## src/rtl/spi_host_tx_if.sv

```systemverilog
// Command/data handshake and serial pin bundle between the SPI host transmitter and its user.
// The master side issues commands and data bytes; the slave side is the transmitter.
interface spi_host_tx_if;
    logic       cmd_valid;
    logic       cmd_ready;
    logic [7:0] cmd_addr;
    logic [5:0] cmd_len;
    logic       cmd_irst;
    logic       data_valid;
    logic       data_ready;
    logic [7:0] data_in;
    logic       busy;
    logic       done;
    logic       sclk;
    logic       iclk;
    logic       sdo;

    modport master (
        output cmd_valid, cmd_addr, cmd_len, cmd_irst, data_valid, data_in,
        input  cmd_ready, data_ready, busy, done, sclk, iclk, sdo
    );

    modport slave (
        input  cmd_valid, cmd_addr, cmd_len, cmd_irst, data_valid, data_in,
        output cmd_ready, data_ready, busy, done, sclk, iclk, sdo
    );
endinterface

```

## src/rtl/spi_host_tx.sv

```systemverilog
// SPI host transmitter: optional iclk reset burst, then address and cmd_len data bytes MSB first.
// Pins change the cycle after accept; a missing data byte parks the bus in FETCH with sclk low.
module spi_host_tx #(
    parameter int CLK_DIV     = 2,
    parameter int IRST_PULSES = 8
) (
    input  logic         clk,
    input  logic         rstn,
    spi_host_tx_if.slave bus
);
    localparam int DIV_W = (CLK_DIV > 1) ? $clog2(CLK_DIV) : 1;
    localparam int PUL_W = (IRST_PULSES > 1) ? $clog2(IRST_PULSES) : 1;

    typedef enum logic [2:0] {
        S_IDLE, S_IRST_HI, S_IRST_LO, S_SHIFT_LO, S_SHIFT_HI, S_FETCH, S_DONE
    } state_t;

    state_t             r_state, w_state_nxt;
    logic [DIV_W-1:0]   r_div,   w_div_nxt;
    logic [PUL_W-1:0]   r_pulse, w_pulse_nxt;
    logic [2:0]         r_bit,   w_bit_nxt;
    logic [5:0]         r_bytes, w_bytes_nxt;
    logic [7:0]         r_shreg, w_shreg_nxt;
    logic               r_sclk,  w_sclk_nxt;
    logic               r_iclk,  w_iclk_nxt;
    logic               r_sdo,   w_sdo_nxt;
    logic               w_tick;
    logic               w_timed;

    always_ff @(posedge clk or negedge rstn) begin
        if (!rstn) begin
            r_state <= S_IDLE;
            r_div   <= '0;
            r_pulse <= '0;
            r_bit   <= '0;
            r_bytes <= '0;
            r_shreg <= '0;
            r_sclk  <= 1'b0;
            r_iclk  <= 1'b0;
            r_sdo   <= 1'b0;
        end else begin
            r_state <= w_state_nxt;
            r_div   <= w_div_nxt;
            r_pulse <= w_pulse_nxt;
            r_bit   <= w_bit_nxt;
            r_bytes <= w_bytes_nxt;
            r_shreg <= w_shreg_nxt;
            r_sclk  <= w_sclk_nxt;
            r_iclk  <= w_iclk_nxt;
            r_sdo   <= w_sdo_nxt;
        end
    end

    always_comb begin
        w_state_nxt = r_state;
        w_div_nxt   = '0;
        w_pulse_nxt = r_pulse;
        w_bit_nxt   = r_bit;
        w_bytes_nxt = r_bytes;
        w_shreg_nxt = r_shreg;
        w_tick      = (r_div == DIV_W'(CLK_DIV - 1));
        w_timed     = (r_state == S_IRST_HI) || (r_state == S_IRST_LO) ||
                      (r_state == S_SHIFT_LO) || (r_state == S_SHIFT_HI);

        if (w_timed && !w_tick) begin
            w_div_nxt = r_div + DIV_W'(1);
        end

        unique case (r_state)
            S_IDLE: begin
                if (bus.cmd_valid) begin
                    // Address is preloaded now so the reset burst can hand straight to shifting.
                    w_shreg_nxt = bus.cmd_addr;
                    w_bytes_nxt = bus.cmd_len;
                    w_pulse_nxt = '0;
                    w_bit_nxt   = '0;
                    w_state_nxt = bus.cmd_irst ? S_IRST_HI : S_SHIFT_LO;
                end
            end
            S_IRST_HI: begin
                if (w_tick) w_state_nxt = S_IRST_LO;
            end
            S_IRST_LO: begin
                if (w_tick) begin
                    if (r_pulse == PUL_W'(IRST_PULSES - 1)) begin
                        w_state_nxt = S_SHIFT_LO;
                    end else begin
                        w_pulse_nxt = r_pulse + PUL_W'(1);
                        w_state_nxt = S_IRST_HI;
                    end
                end
            end
            S_SHIFT_LO: begin
                if (w_tick) w_state_nxt = S_SHIFT_HI;
            end
            S_SHIFT_HI: begin
                if (w_tick) begin
                    w_shreg_nxt = {r_shreg[6:0], 1'b0};
                    w_bit_nxt   = r_bit + 3'd1;
                    if (r_bit == 3'd7) begin
                        w_state_nxt = (r_bytes == 6'd0) ? S_DONE : S_FETCH;
                    end else begin
                        w_state_nxt = S_SHIFT_LO;
                    end
                end
            end
            S_FETCH: begin
                if (bus.data_valid) begin
                    w_shreg_nxt = bus.data_in;
                    w_bytes_nxt = r_bytes - 6'd1;
                    w_bit_nxt   = '0;
                    w_state_nxt = S_SHIFT_LO;
                end
            end
            S_DONE: begin
                w_state_nxt = S_IDLE;
            end
            default: begin
                w_state_nxt = S_IDLE;
            end
        endcase

        // Pins are registered from the next state, so sdo only moves on the edge sclk is low after.
        w_sclk_nxt = (w_state_nxt == S_SHIFT_HI);
        w_iclk_nxt = (w_state_nxt == S_IRST_HI);
        w_sdo_nxt  = (w_state_nxt == S_SHIFT_LO) ? w_shreg_nxt[7] : r_sdo;
    end

    assign bus.cmd_ready  = (r_state == S_IDLE);
    assign bus.data_ready = (r_state == S_FETCH);
    assign bus.busy       = (r_state != S_IDLE);
    assign bus.done       = (r_state == S_DONE);
    assign bus.sclk       = r_sclk;
    assign bus.iclk       = r_iclk;
    assign bus.sdo        = r_sdo;
endmodule

```

## src/flat_wrapper.sv

```systemverilog
// flat-port wrapper written by rule: the top's interface ports become plain ports
module spi_host_tx_flat 
#(
    parameter int CLK_DIV     = 2,
    parameter int IRST_PULSES = 8
)
  (clk, rstn, bus_cmd_valid, bus_cmd_addr, bus_cmd_len, bus_cmd_irst, bus_data_valid, bus_data_in, bus_cmd_ready, bus_data_ready, bus_busy, bus_done, bus_sclk, bus_iclk, bus_sdo);
  spi_host_tx_if bus_i ();
  input  logic clk;
  input  logic rstn;
  input wire logic [$bits(bus_i.cmd_valid)-1:0] bus_cmd_valid;
  input wire logic [$bits(bus_i.cmd_addr)-1:0] bus_cmd_addr;
  input wire logic [$bits(bus_i.cmd_len)-1:0] bus_cmd_len;
  input wire logic [$bits(bus_i.cmd_irst)-1:0] bus_cmd_irst;
  input wire logic [$bits(bus_i.data_valid)-1:0] bus_data_valid;
  input wire logic [$bits(bus_i.data_in)-1:0] bus_data_in;
  output wire logic [$bits(bus_i.cmd_ready)-1:0] bus_cmd_ready;
  output wire logic [$bits(bus_i.data_ready)-1:0] bus_data_ready;
  output wire logic [$bits(bus_i.busy)-1:0] bus_busy;
  output wire logic [$bits(bus_i.done)-1:0] bus_done;
  output wire logic [$bits(bus_i.sclk)-1:0] bus_sclk;
  output wire logic [$bits(bus_i.iclk)-1:0] bus_iclk;
  output wire logic [$bits(bus_i.sdo)-1:0] bus_sdo;
  assign bus_i.cmd_valid = bus_cmd_valid;
  assign bus_i.cmd_addr = bus_cmd_addr;
  assign bus_i.cmd_len = bus_cmd_len;
  assign bus_i.cmd_irst = bus_cmd_irst;
  assign bus_i.data_valid = bus_data_valid;
  assign bus_i.data_in = bus_data_in;
  assign bus_cmd_ready = bus_i.cmd_ready;
  assign bus_data_ready = bus_i.data_ready;
  assign bus_busy = bus_i.busy;
  assign bus_done = bus_i.done;
  assign bus_sclk = bus_i.sclk;
  assign bus_iclk = bus_i.iclk;
  assign bus_sdo = bus_i.sdo;
  spi_host_tx #(.CLK_DIV(CLK_DIV), .IRST_PULSES(IRST_PULSES)) u_core (.clk(clk), .rstn(rstn), .bus(bus_i));
endmodule
```

## config.mk

```make
export PLATFORM = sky130hd
export DESIGN_NAME = spi_host_tx_flat
export DESIGN_NICKNAME = d
export VERILOG_FILES = /design/src/rtl/spi_host_tx_if.sv /design/src/rtl/spi_host_tx.sv /design/src/flat_wrapper.sv
export SDC_FILE = /design/constraint.sdc
export NUM_CORES = 1
export LEC_CHECK = 0
export CELL_PAD_IN_SITES_DETAIL_PLACEMENT = 1
export CELL_PAD_IN_SITES_GLOBAL_PLACEMENT = 1
export CORE_MARGIN = 1.5
export CORE_UTILIZATION = 38
export DETAILED_ROUTE_END_ITERATION = 12
export PLACE_DENSITY = 0.86
export SKIP_LAST_GASP = 1
export SLEW_MARGIN = 10
export SYNTH_ARGS = -nofsm -noshare
export SYNTH_HDL_FRONTEND = slang
export SYNTH_SLANG_ARGS = --single-unit
```

## constraint.sdc

```tcl
create_clock -name clk -period 2.4 [get_ports clk]
set_input_delay 0.6 -clock clk [delete_from_list [all_inputs] [get_ports clk]]
set_output_delay 0.6 -clock clk [all_outputs]
set_load 0.03 [all_outputs]
```

==> flow_metrics.env <==
export IMPL_cts_root_buffer_cell="clkbuf_8"
export IMPL_ant_nets=0
export IMPL_min_delay_start="u_core.r_bit[0]$_DFFE_PN0P_"
export IMPL_design_portCount=34
export IMPL_min_path_type="reg -> reg"
export IMPL_grt_pass1_vias=1504
export IMPL_setup_worst_path_end_class="output pin"
export IMPL_setup_fix_bufs_post_cts=0
export IMPL_timing_worst_setup_path_type="reg -> out"
export IMPL_ys_warnings_count=0
export IMPL_die_x_um=66.3
export IMPL_grt_first_pass_wirelength_mm=7.23
export IMPL_detailedPlace_worstSlack_ps=-73.1
export IMPL_vdd_ir_drop_max_uv=494
export IMPL_syn_area_mm2=0.00152
export IMPL_hold_buffers=0
export IMPL_timing_max_cap_violations=0
export IMPL_post_synth_inst_count=158
export IMPL_grt_usage_pct=21.6
export IMPL_n_antenna_cell=0
export IMPL_grt_overflow_total=0
export IMPL_grt_max_degree=28
export IMPL_worst_slew_margin_relative_to_its_limit_pct=72.4
export IMPL_final_worst_path_setup_slack_ps=107
export IMPL_run_status="finished clean"
export IMPL_clock_path_buffers=2
export IMPL_synth_distinct_cells=43
export IMPL_worst_path_dominant_cell_family="buffers and inverters"
export IMPL_count_of_unresolved_drc_violations_after_routing=0
export IMPL_fin_nets=229
export IMPL_placement_io_buffers=33
export IMPL_drive_gt1_share_pct=15.8
export IMPL_drt_first_pass_iters=4
export IMPL_via_density_per_instance=5.71
export IMPL_floorplan_rows=22
export IMPL_timing_critical_path_cells="nor2_2 -> nand2_2 -> inv_2 -> clkdlybuf4s50_1"
export IMPL_htree_num_levels=1
export IMPL_number_of_buffers_created_by_cts=3
export IMPL_finalMaxSlewViolations=0
export IMPL_p_leak_nw=0.884
export IMPL_timing_critical_path_required_ps=1800
export IMPL_floorplan_die_height_um=66.3
export IMPL_hold_violations=0
export IMPL_tritoncts="done"
export IMPL_critical_path_max_fanout=5
export IMPL_areaGrowthSynthToFinish_pct=29.4
export IMPL_critical_path_slowest_cell="clkdlybuf4s50_1"
export IMPL_cellPowerDensity_mw_per_mm2=1220
export IMPL_crit_start="u_core.r_state[1]$_DFF_PN0_"
export IMPL_core_area_mm2=0.00374
export IMPL_wl_per_cell_um=17.6
export IMPL_synth_seq_area_share_pct=44.4
export IMPL_floorplan_initialDensity_pct=40.7
export IMPL_numClockSinks=27
export IMPL_postSynthAreaPerCell_um2=9.64
export IMPL_place_detailed_hpwl_mm=3.22
export IMPL_worstSetupStartpointType="flip-flop"
export IMPL_resized_gates_after_cts=0
export IMPL_achievable_frequency_mhz=436
export IMPL_synth_top_area_share_pct=44.4
export IMPL_worst_path_arrival_time_ps=1690
export IMPL_setup_viol_count_final=0
export IMPL_critical_path_reg2reg_startpoint="u_core.r_bit[0]$_DFFE_PN0P_"
export IMPL_die_area_mm2=0.00440
export IMPL_final_cells=244
export IMPL_yosys_area_top_type="dfrtp_1"
export IMPL_synth_seq_cells=27
export IMPL_route_vias_total=1394
export IMPL_drt_iter0_markers=103
export IMPL_rsz0062_at_grt="false"
export IMPL_syn_nets=190
export IMPL_number_of_filler_instances_in_the_final_layout=448
export IMPL_min_period_over_period_pct=95.5
export IMPL_worst_pin_slew_ps=411
export IMPL_timing_critical_path_buf_inv=2
export IMPL_grt_antenna_before_repair=0
export IMPL_clk_pin_slew_ps=100
export IMPL_skew_ps=10.9
export IMPL_synth_top_cells_by_area="dfrtp_1 (44%), a222oi_1 (4.6%), o21ai_0 (4.6%), ha_1 (4.1%), nand2_1 (3.9%)"
export IMPL_clk_insertion_delay_late_ps=280
export IMPL_cell_count_after_placement=240
export IMPL_place_gp_congestion=0.818
export IMPL_period_needed_ps=2290
export IMPL_critical_path_max_stage_delay_ps=660
export IMPL_drt_total_wl_mm=4.30
[synth_stat cells]
master      n
o21a_1      1
nand2b_1    3
nand2_2     2
mux2i_2     1
nor3b_1     3
a221oi_2    1
nor3_1      2
nor2_2      1
and3_1      2
nor4b_1     1
nor4_2      1
nand2_1    16
mux2_2      1
buf_6       3
o41ai_1     1
a2bb2oi_1   1
a311oi_2    2
or3_1       1
buf_2       1
inv_1       5
nor4b_4     1
dfrtp_1    27
o21ai_0    14
mux2_4      1
clkbuf_1    4
mux2i_1     1
a21o_1      1
a222oi_1    7
a31oi_1     1
o21ai_1    10
or3b_1      1
a21oi_1     6
and2_4      1
buf_4       1
o21bai_1    1
a22oi_1     2
and2b_1     1
nor2_1     14
a32oi_1     1
inv_2       4
ha_1        5
a22o_1      2
nand3_1     3
[registers in the layout, indices dropped and copies added, names as in the netlist]
signal	count
u_core.bus.iclk	1
u_core.bus.sclk	1
u_core.bus.sdo	1
u_core.r_bit	3
u_core.r_bytes	6
u_core.r_div	1
u_core.r_pulse	3
u_core.r_shreg	8
u_core.r_state	3
[final cells by class]
type / count / area, um^2 / share of cell area, %
well taps: 48 / 60.1 / 3.05
clock buffers: 3 / 41.3 / 2.10
repair buffers: 43 / 403 / 20.4
inverters: 9 / 33.8 / 1.71
flip-flops and latches: 27 / 676 / 34.3
clock inverters: 1 / 5.00 / 0.254
multi-input cells: 113 / 752 / 38.2
[worst paths after layout]
kind                       depth (start not counted)                            end  slack (ps)
hold reg to reg                                    1    u_core.r_bit[0]$_DFFE_PN0P_         510
setup / recovery                                   4                  bus_cmd_ready         110
setup reg to reg                                   6     u_core.bus.sdo$_DFFE_PN0N_         380
min in group asynchronous                          2     u_core.bus.sdo$_DFFE_PN0N_         690
hold / removal                                     1    u_core.r_bit[0]$_DFFE_PN0P_         510
max in group asynchronous                          2  u_core.r_shreg[0]$_DFFE_PN0P_        1430
[layer usage]
| metal | wire length (um) | track usage (%) | share of wire [%] | up-vias |
|---|---|---|---|---|
| met2 | 2190 | 39.1 | 51 | 37 |
| met4 | 40 | 5.87 | 0.93 | 0 |
| li1 | - | - | - | 653 |
| met1 | 1910 | 26.4 | 44 | 700 |
| met5 | 0 | 0 | 0 | - |
| met3 | 157 | 3.41 | 3.7 | 4 |
[metrics by stage]
| step | instance area, um^2 | hold slack, ps | TNS, ps | power, W | util [%] |
|---|---|---|---|---|---|
| detailed placement | 1920 | 492 | -100 | 0.00212 | 51.4 |
| floorplan | 1520 | 304 | 0 | 0.00169 | - |
| finish | 1970 | 515 | 0 | 0.00240 | 52.6 |
| global placement | 1920 | 460 | 0 | 0.00201 | 51.4 |
| CTS | 1970 | 511 | 0 | 0.00240 | 52.6 |
| global route | 1970 | 537 | 0 | 0.00258 | 52.6 |
[worst reg2reg max path, cell delays in order (launching register included)]
cell	delay (ps)
dfrtp_1	420
ha_1	220
ha_1	220
o21ai_0	250
mux2i_2	180
a311oi_2	310
mux2_4	330
[power breakdown]
part / total, W / internal, W / switching (W)
clock: 0.000272 / 0.000117 / 0.000155
sequential: 0.000824 / 0.000653 / 0.000171
combinational: 0.00131 / 0.000566 / 0.000741
[cells in the final DEF, fill, tap and decap left out, types with 2 or more instances in the layout]
cell and count:
and3_1 2, nand3_1 3, a311oi_2 2, nand2_1 16, a21oi_1 6, nor3_1 2, nor2_1 14, clkbuf_8 3
nand2b_1 3, a22o_1 2, ha_1 5, dfrtp_1 27, a22oi_1 2, o21ai_1 10, nor3b_1 3, clkdlybuf4s50_1 32
inv_1 5, nand2_2 2, o21ai_0 14, a222oi_1 7, buf_4 11, inv_2 4
[cells by family after synthesis]
| family | Yosys count | synth area share [%] |
|---|---|---|
| and+or+nand+nor | 53 | 18.8 |
| AOI/OAI and AO/OA | 51 | 23.2 |
| DFF | 27 | 44.4 |
| buffers and inverters | 18 | 6.24 |
| adders and majority gates | 5 | 4.11 |
| muxes | 4 | 3.29 |
Power figures use the tool's default switching activity.
==> RTL edit 1, RTL diff (config.mk and constraints unchanged) <==
Reset style: synchronous (`rstn`), changed in one clocked block.
--- a/src/rtl/spi_host_tx.sv
+++ b/src/rtl/spi_host_tx.sv
@@ -27,7 +27,7 @@
     logic               w_tick;
     logic               w_timed;
 
-    always_ff @(posedge clk or negedge rstn) begin
+    always_ff @(posedge clk) begin
         if (!rstn) begin
             r_state <= S_IDLE;
             r_div   <= '0;
Function: differs if rstn is asserted again (counterexample within 4 cycles, from zero or initial values and one cycle with rstn low); with rstn held inactive, the same outputs for 10 cycles.
==> RTL edit 1 against the unedited design <==
- routed wire length is 6.9% lower
- worst setup slack worse by 0.023 ns
- sequential cell count stayed put
- first-iteration DRC count is 53% lower
- design area is 0.57% lower
- synthesized area is 0.90% lower
- register-to-register slack better by 0.04 ns
- critical endpoint is now bus_done
- highest routed layer unchanged
Power is not compared: it rests on default switching activity, and its combinational part moved more than twofold at a synthesized area within 25%.
==> RTL edit 1: results (changes against the unedited design) <==
status: "completed"
async_flop_share_pct: 0  # -100 points
worstHoldEndpoint: "u_core.r_state[1]"
arrival_ns: 1.72  # +0.03 ns
dpl-instance-area_sq_mm: 0.00191  # -0.52%
track_usage_pct: 19.9  # -1.8 points
r2r_cells: 7  # +1
critPathMaxFanout: 15  # +10
synth_top_flop_cell: "dfxtp_1"
worst_slack_ns: 0.0845  # -0.0226 ns
reg2reg_to: "u_core.bus.sdo"
synth_cells: 177  # +12%
fillCellCount: 460  # +2.7%
synth_cell_type_count: 49  # +14%
first_global_vias: 1449  # -3.7%
fin_hold_ws_ns: 0.494  # -0.0212 ns
wl_met2_mm: 2.07  # -5.7%
wl_per_cell_um: 15.3  # -13%
grt_max_degree: 25  # -11%
route.met3.wl_um: 86  # -45%
critPathMaxStageDelay_ns: 0.68  # +0.02 ns
synthTopCellsByArea: "dfxtp_1 (36%), nor2_1 (7.5%), ha_1 (4.1%)"
r2r-start: "u_core.r_bytes[0]"
crit_end: "bus_done"
pre_cts_ws_ns: 0.0690  # +0.142 ns
grt_use_met2_pct: 36.2  # -2.9 points
nNetsFinal: 246  # +7.4%
reg2reg_slack_ns: 0.42  # +0.04 ns
synth_compound_area_share_pct: 25.3  # +2.1 points
routabilityCongestion: 0.805  # -1.6%
RTL edit 1: repair_timing:
action                     CTS  global route
resized for setup            1             0
buffers inserted             0             0
setup endpoints to repair    1             0
RTL edit 1: layout make-up:
| cell class | instances | area [sq um] | share of cell area [%] |
|---|---|---|---|
| clock buffer | 3 | 41.3 | 2.11 |
| inverter | 8 | 30.0 | 1.53 |
| timing repair buffer | 45 | 417 | 21.3 |
| clock inverter | 1 | 5.00 | 0.255 |
| sequential | 27 | 541 | 27.6 |
| tap | 48 | 60.1 | 3.07 |
| multi-input combinational | 129 | 866 | 44.2 |
RTL edit 1: power groups by stage:
stage / combinational (uW) / sequential [uW] / clock [uW]
after floorplan: 210 / 520 / 0
after global placement: 334 / 516 / 0
after detailed placement: 346 / 520 / 0
after CTS: 347 / 509 / 268
after global routing: 378 / 514 / 291
final: 345 / 509 / 266
RTL edit 1: critical path: cells and delay by family (launching register included):
kind / cells / cell delay (ns)
flops: 1 / 0.32
simple gates: 1 / 0.18
buf+inv: 3 / 0.93
==> RTL edit 2, RTL diff (same flow settings) <==
Made on the original files. `CLK_DIV` is set to 2 in 2 places; all go to 4.
--- a/src/rtl/spi_host_tx.sv
+++ b/src/rtl/spi_host_tx.sv
@@ -1,7 +1,7 @@
 // SPI host transmitter: optional iclk reset burst, then address and cmd_len data bytes MSB first.
 // Pins change the cycle after accept; a missing data byte parks the bus in FETCH with sclk low.
 module spi_host_tx #(
-    parameter int CLK_DIV     = 2,
+    parameter int CLK_DIV     = 4,
     parameter int IRST_PULSES = 8
 ) (
     input  logic         clk,
--- a/src/flat_wrapper.sv
+++ b/src/flat_wrapper.sv
@@ -1,7 +1,7 @@
 // flat-port wrapper written by rule: the top's interface ports become plain ports
 module spi_host_tx_flat 
 #(
-    parameter int CLK_DIV     = 2,
+    parameter int CLK_DIV     = 4,
     parameter int IRST_PULSES = 8
 )
   (clk, rstn, bus_cmd_valid, bus_cmd_addr, bus_cmd_len, bus_cmd_irst, bus_data_valid, bus_data_in, bus_cmd_ready, bus_data_ready, bus_busy, bus_done, bus_sclk, bus_iclk, bus_sdo);
Check against the original RTL: not equivalent (a bounded check fails within 4 cycles, from zero or initial values and one cycle with rstn low).
==> RTL edit 2 against the unedited design <==
- routed wire length fell by 9.0%
- design area rose by 1.5%
- register-to-register slack got worse by 0.03 ns
- count of clock-buffer cells in the layout rose by 1
- sequential cell count rose by 1
- total power fell by 11%
- synthesized area rose by 1.9%
- first-iteration DRC count rose by 13%
- global-route usage fell by 2.1 points
- worst setup slack improved by 0.031 ns
- clock power rose by 11%
==> RTL edit 2: results (changes against the unedited design) <==
first_global_vias: 1470  # -2.3%
nNetsFinal: 231  # +0.87%
drt-initial-drc-count: 116  # +13%
dp_cells: 243  # +1.3%
grt_max_degree: 29  # +3.6%
synth_cells: 161  # +1.9%
wl_met1_mm: 1.67  # -12%
place_hpwl_mm: 2.99  # -7.2%
track_usage_pct: 19.5  # -2.1 points
synthTopCellsByArea: "dfrtp_1 (45%), nand2_1 (5.1%), ha_1 (4.8%)"
synth_common_cells: "dfrtp_1 (28), nand2_1 (21), nor2_1 (12)"
synth_compound_area_share_pct: 19.3  # -3.9 points
relSlewSlack_pct: 51.6  # -21 points
status: "completed"
seqPwrFrac_pct: 37.4  # +3.1 points
critPathMaxFanout: 15  # +10
pwr-share-comb_pct: 48.4  # -6.0 points
p_leak_uw: 0.000894  # +1.2%
post_cts_resize_count: 2  # +2
pre_cts_ws_ns: -0.0670  # +0.00608 ns
route.met3.wl_um: 159  # +1.3%
synthAdderAreaFrac_pct: 4.84  # +0.73 points
arrival_ns: 1.66  # -0.03 ns
ys_seq_area_share_pct: 45.2  # +0.79 points
routed_wl_mm: 3.91  # -9.0%
vias_per_cell: 5.59  # -2.1%
pg_comb_uw: 1030  # -21%
swShare_pct: 40.8  # -3.5 points
ir_drop_mv: 0.414  # -16%
routabilityCongestion: 0.803  # -1.8%
drive_above_1_share_pct: 12.2  # -3.6 points
-- RTL edit 2: cell type report --
| class | count | area [sq um] |
|---|---|---|
| multi-input combinational | 114 | 748 |
| tap | 50 | 62.6 |
| fill | 447 | 1970 |
| timing repair buffer | 42 | 393 |
| clock buffer | 4 | 55.1 |
| inverter | 9 | 40.0 |
| sequential | 28 | 701 |
-- RTL edit 2: path summary, 6_finish.rpt --
kind,start,to,slack (ns)
worst max-delay path,u_core.r_state[2],bus_done,0.14
worst min-delay path,u_core.r_div[0],u_core.r_div[0],0.45
worst max register to register,u_core.r_state[0],u_core.bus.sdo,0.35
worst min register to register,u_core.r_div[0],u_core.r_div[0],0.45
max in group asynchronous,rstn,u_core.r_bit[2],1.43
min in group asynchronous,rstn,u_core.r_shreg[6],0.70
-- RTL edit 2: layer usage --
layer,vias to the layer above,global-route usage (%)
met3,4,3.55
met4,0,5.87
met1,690,22.9
met5,-,0
met2,31,35.9
li1,656,-
